[config.mk]
export PLATFORM = sky130hd
export DESIGN_NAME = writeback_arbiter
export DESIGN_NICKNAME = d
export VERILOG_FILES = /design/src/rtl/wb_pkg.sv /design/src/rtl/load_align.sv /design/src/rtl/writeback_arbiter.sv
export SDC_FILE = /design/constraint.sdc
export NUM_CORES = 1
export LEC_CHECK = 0
export CORE_MARGIN = 4
export CORE_UTILIZATION = 50
export CTS_CLUSTER_DIAMETER = 150
export DETAILED_ROUTE_END_ITERATION = 8
export PLACE_DENSITY_LB_ADDON = 0.08
export SETUP_SLACK_MARGIN = 0.1
export SYNTH_ARGS = -nofsm -noshare
export SYNTH_HDL_FRONTEND = slang
export SYNTH_SLANG_ARGS = --single-unit
[constraint.sdc]
create_clock -name clk -period 5.45 [get_ports clk]
set_clock_uncertainty 0.2 [all_clocks]
set_input_delay 0.8175 -clock clk [delete_from_list [all_inputs] [get_ports clk]]
set_output_delay 0.8175 -clock clk [all_outputs]
set_load 0.005 [all_outputs]
[src/rtl/wb_pkg.sv]
`default_nettype none
// ============================================================================
// Module      : wb_pkg
// Description : Shared types and constants for the write-back arbiter.
// Revision    : 1.0 - initial release
// ============================================================================
package wb_pkg;

    localparam int XLEN      = 32;
    localparam int REG_KEY_W = 5;

    typedef enum logic [1:0] {
        LSU_BYTE = 2'b00,
        LSU_HALF = 2'b01,
        LSU_WORD = 2'b10,
        LSU_RSVD = 2'b11
    } lsu_size_e;

    typedef struct packed {
        logic                 full;
        logic [REG_KEY_W-1:0] rd;
        logic [XLEN-1:0]      value;
        logic                 bad;
    } wb_slot_t;

endpackage : wb_pkg
`default_nettype wire

[src/rtl/load_align.sv]
`default_nettype none
// ============================================================================
// Module      : load_align
// Description : Shifts a raw memory word down by the byte offset and
//               sign/zero-extends it; flags misaligned or reserved loads.
// Revision    : 1.0 - initial release
// ============================================================================
module load_align
    import wb_pkg::*;
(
    input  logic [XLEN-1:0] data,
    input  logic [1:0]      size,
    input  logic            is_unsigned,
    input  logic [1:0]      offset,
    output logic [XLEN-1:0] value,
    output logic            bad
);

    logic [XLEN-1:0] w_shifted;
    logic            w_sign_b;
    logic            w_sign_h;

    always_comb begin
        w_shifted = data >> {offset, 3'b000};
        w_sign_b  = !is_unsigned && w_shifted[7];
        w_sign_h  = !is_unsigned && w_shifted[15];
        value     = w_shifted;
        bad       = 1'b0;
        case (lsu_size_e'(size))
            LSU_BYTE: value = {{24{w_sign_b}}, w_shifted[7:0]};
            LSU_HALF: begin
                value = {{16{w_sign_h}}, w_shifted[15:0]};
                bad   = (offset == 2'd3);
            end
            LSU_WORD: begin
                value = w_shifted;
                bad   = (offset != 2'd0);
            end
            default:  bad = 1'b1;
        endcase
    end

endmodule : load_align
`default_nettype wire

[src/rtl/writeback_arbiter.sv]
`default_nettype none
// ============================================================================
// Module      : writeback_arbiter
// Description : Buffers one ALU and one load result and drives the register
//               file's single write port, one write per cycle.
// Revision    : 1.0 - initial release
// ============================================================================
module writeback_arbiter
    import wb_pkg::*;
#(
    parameter int STARVE_LIMIT = 4
) (
    input  logic                 clk,
    input  logic                 reset,
    input  logic                 alu_valid,
    output logic                 alu_ready,
    input  logic [REG_KEY_W-1:0] alu_rd,
    input  logic [XLEN-1:0]      alu_result,
    input  logic                 lsu_valid,
    output logic                 lsu_ready,
    input  logic [REG_KEY_W-1:0] lsu_rd,
    input  logic [XLEN-1:0]      lsu_data,
    input  logic [1:0]           lsu_size,
    input  logic                 lsu_unsigned,
    input  logic [1:0]           lsu_byte_offset,
    output logic                 rf_portD_enable,
    output logic [REG_KEY_W-1:0] rf_portD_key,
    output logic [XLEN-1:0]      rf_portD_value,
    output logic                 lsu_misaligned,
    output logic                 busy
);

    localparam logic [3:0] c_starve_limit = 4'(STARVE_LIMIT);
    localparam logic [3:0] c_starve_max   = 4'hF;

    wb_slot_t               r_alu_slot;
    wb_slot_t               r_lsu_slot;
    logic [3:0]             r_starve;
    logic                   r_rf_en;
    logic [REG_KEY_W-1:0]   r_rf_key;
    logic [XLEN-1:0]        r_rf_value;
    logic                   r_misaligned;

    logic                   w_lsu_grant;
    logic                   w_alu_grant;
    logic                   w_alu_accept;
    logic                   w_lsu_accept;
    wb_slot_t               w_win;
    logic [XLEN-1:0]        w_load_value;
    logic                   w_load_bad;

    load_align u_load_align (
        .data        (lsu_data),
        .size        (lsu_size),
        .is_unsigned (lsu_unsigned),
        .offset      (lsu_byte_offset),
        .value       (w_load_value),
        .bad         (w_load_bad)
    );

    // Grants look only at registered state so ready never depends on valid.
    assign w_lsu_grant  = r_lsu_slot.full &&
                          (!r_alu_slot.full || (r_starve >= c_starve_limit));
    assign w_alu_grant  = r_alu_slot.full && !w_lsu_grant;
    assign alu_ready    = !reset && (!r_alu_slot.full || w_alu_grant);
    assign lsu_ready    = !reset && (!r_lsu_slot.full || w_lsu_grant);
    assign w_alu_accept = alu_valid && alu_ready;
    assign w_lsu_accept = lsu_valid && lsu_ready;
    assign w_win        = w_lsu_grant ? r_lsu_slot : r_alu_slot;

    always_ff @(posedge clk) begin
        if (reset) begin
            r_alu_slot   <= '0;
            r_lsu_slot   <= '0;
            r_starve     <= 4'd0;
            r_rf_en      <= 1'b0;
            r_rf_key     <= '0;
            r_rf_value   <= '0;
            r_misaligned <= 1'b0;
        end else begin
            if (w_alu_accept) begin
                r_alu_slot <= '{full: 1'b1, rd: alu_rd, value: alu_result, bad: 1'b0};
            end else if (w_alu_grant) begin
                r_alu_slot.full <= 1'b0;
            end

            if (w_lsu_accept) begin
                r_lsu_slot <= '{full: 1'b1, rd: lsu_rd, value: w_load_value, bad: w_load_bad};
            end else if (w_lsu_grant) begin
                r_lsu_slot.full <= 1'b0;
            end

            // A bad load still burns its grant; only the enable is held low.
            if (w_lsu_grant || w_alu_grant) begin
                r_rf_key   <= w_win.rd;
                r_rf_value <= w_win.value;
                r_rf_en    <= (w_win.rd != '0) && !w_win.bad;
            end else begin
                r_rf_en    <= 1'b0;
            end

            r_misaligned <= w_lsu_grant && r_lsu_slot.bad;

            if (w_lsu_grant || !r_lsu_slot.full) begin
                r_starve <= 4'd0;
            end else if (r_starve != c_starve_max) begin
                r_starve <= r_starve + 4'd1;
            end
        end
    end

    assign rf_portD_enable = r_rf_en;
    assign rf_portD_key    = r_rf_key;
    assign rf_portD_value  = r_rf_value;
    assign lsu_misaligned  = r_misaligned;
    assign busy            = r_alu_slot.full || r_lsu_slot.full;

endmodule : writeback_arbiter
`default_nettype wire

==> results.cfg <==
[yosys]
yosysUniqueCellTypes = 46
ys_top_cells_by_count = dfxtp_1, nand2_1, nand2b_1
synth_top_area_cell = dfxtp_1
synth_fp_nets = 666
synth.top_cell.area_share_pct = 46.3
avgSynthCellArea_um2 = 8.91
synth_warnings = 0
synthCells = 582
synth.most_common_cell = dfxtp_1
syn-cell-area_um2 = 5180
synthArstFlopShare_pct = 0
yosysSeqAreaShare_pct = 46.3
synth_edf_count = 0
yosys-top-cells-area = dfxtp_1, nand2_1, nand2b_1
synthFlopType = dfxtp_1
ys_ff_latch = 120

[layout]
final_nets = 761
area_growth_pct = 34.5
diodes = 0
drive_gt1_share_pct = 9.28

[pwr]
power_density_nw_per_um2 = 335
vdd_drop_max_mv = 0.308
leakage_nw = 2.53

[clock_tree]
cts_sinks = 120
post_cts_buffers = 0
clockRootBuffer = clkbuf_8
ctsHtreeMaxLevel = 4
worstSkewPairLatency_ns = 0.51
cts_max_path_buffers = 2
cts.repair.resized = 0
ctsHoldBuffers = 0
cts_buffers = 17
path_clk_slew_ns = 0.06
cts_tree = built

[timing]
grt_setup_unrepaired = no
fmax_ghz = 0.270
final.min_clock_period_ns = 3.70
finalMaxSlewViolations = 0
min_period_over_period_pct = 68.0
setup_viol = 0
finalWorstSetupSlack_ns = 1.75
hold_viol_final = 0
slew_headroom_pct = 42.9
worst_pin_slew_ns = 0.854
fin_tns_setup_ns = 0

[placement]
gp_congestion = 0.845
portBuffers = 124
dp_hpwl_mm = 9.55
place_ws_ns = 1.91

[setup_path]
worst_setup_path_end_kind = primary output
cp-start-kind = flop
critPathKind = flop to primary output
crit_fanout = 19
cp_data_required_time_ns = 4.43
cp.arrival_ns = 2.69

[die]
die_area_um2 = 12100
fp.dieH_um = 110
core_um2 = 9950
ios = 125
start_util_pct = 52.1
die_x_um = 110
rows = 36

[global_routing]
grt_usage_pct = 24.3
grt_pass1_wl_mm = 22.6
antenna_found_initial = 0
gr-total-overflow = 0
grt_pass1_vias = 4520
grt_max_degree = 75

[drt]
drc = 0
dr.first_iter.drc_count = 332
wl_mm = 14.0
firstDrtPassIters = 5
vias = 4622
ant_nets = 0
wire_per_inst_um = 17.0
via_per_inst = 5.62

[worst_hold_path]
hold_path.class = flop to flop

[outcome]
status = finished, final reports clean

[flow_run]
drv_cap = 0
-- critical path: stages, from the launching register on --
cell             delay [ns]
dfxtp_1                0.76
or3b_1                 0.50
and2_1                 0.21
a21oi_1                0.18
clkdlybuf4s50_1        0.53
-- power by group --
part,switching (mW),total (mW),internal (mW)
clock network,0.381,1.09,0.709
registers,0.0369,0.971,0.934
logic,0.131,0.278,0.147
total,0.549,2.34,1.79
-- state kept, by name (all words and copies together) (netlist names) --
signal	flops
r_lsu_slot	39
rf_portD_enable	1
rf_portD_value	32
rf_portD_key	5
r_alu_slot	38
lsu_misaligned	1
r_starve	4
-- layout by cell type, fill, tap and decap left out, types with 2 or more instances in the layout --
master / count
nor3_4: 2
clkbuf_16: 16
nand3_1: 13
nand2b_1: 49
clkdlybuf4s50_1: 123
a311oi_1: 6
nand3b_1: 4
a31oi_1: 11
nor2b_1: 3
bufinv_16: 2
o211ai_1: 6
clkinvlp_4: 2
a21oi_1: 28
a222oi_1: 21
mux4_2: 2
nor3_1: 6
clkbuf_8: 6
buf_4: 8
nand2_1: 92
o21ai_0: 44
a311o_1: 6
a311o_2: 10
clkbuf_1: 3
mux2i_1: 16
nor3b_1: 17
nor2_1: 34
o2bb2ai_1: 7
inv_1: 4
dfxtp_1: 120
clkinv_2: 3
mux2_2: 8
-- kinds of logic (layout without fill, tap and decap cells) --
group                      Yosys count  in the layout  share of synthesized area, %
AOI/OAI and AO/OA                  146            146                          19.9
xor gates and xnor gates             1              1                         0.169
adders and majority gates            1              1                         0.241
buffers and inverters               59            167                          5.65
DFF                                120            120                          46.3
muxes                               26             26                          5.69
other                                1              1                        0.0723
and+or+nand+nor                    228            228                          22.0
-- metal layers --
layer | wire [um] | GRT usage (%)
met5 | 0 | 0
met4 | 262 | 9.53
met3 | 890 | 5.70
met2 | 6920 | 39.9
met1 | 5950 | 30.8
-- cell type report --
type                       instances  area (um2)
inverter                           4        15.0
timing repair buffer             131        1290
fill                             790        2980
clock inverter                     7        90.1
sequential                       120        2400
tap                              133         166
clock buffer                      25         494
multi-input combinational        403        2520
-- path summary, 6_finish.rpt --
kind	startpoint	end	slack, ns	depth (start not counted)
min reg2reg	rf_portD_value[0]	rf_portD_value[0]	0.27	2
min	rf_portD_value[0]	rf_portD_value[0]	0.27	2
max reg2reg	r_alu_slot[38]	r_alu_slot[15]	2.74	4
max	r_alu_slot[38]	alu_ready	1.75	4
-- metrics by stage --
step	total power, mW	hold WS (ns)	cells	utilization [%]	cell area [um2]
global route	2.43	0.280	823	70.1	6980
floorplan	1.13	0.237	582	-	5180
finish	2.34	0.268	823	70.1	6980
detailed placement	1.27	0.256	791	64.2	6390
CTS	2.35	0.271	823	70.1	6980
global placement	1.26	0.247	791	64.2	6390
(Power assumes the default switching activity.)
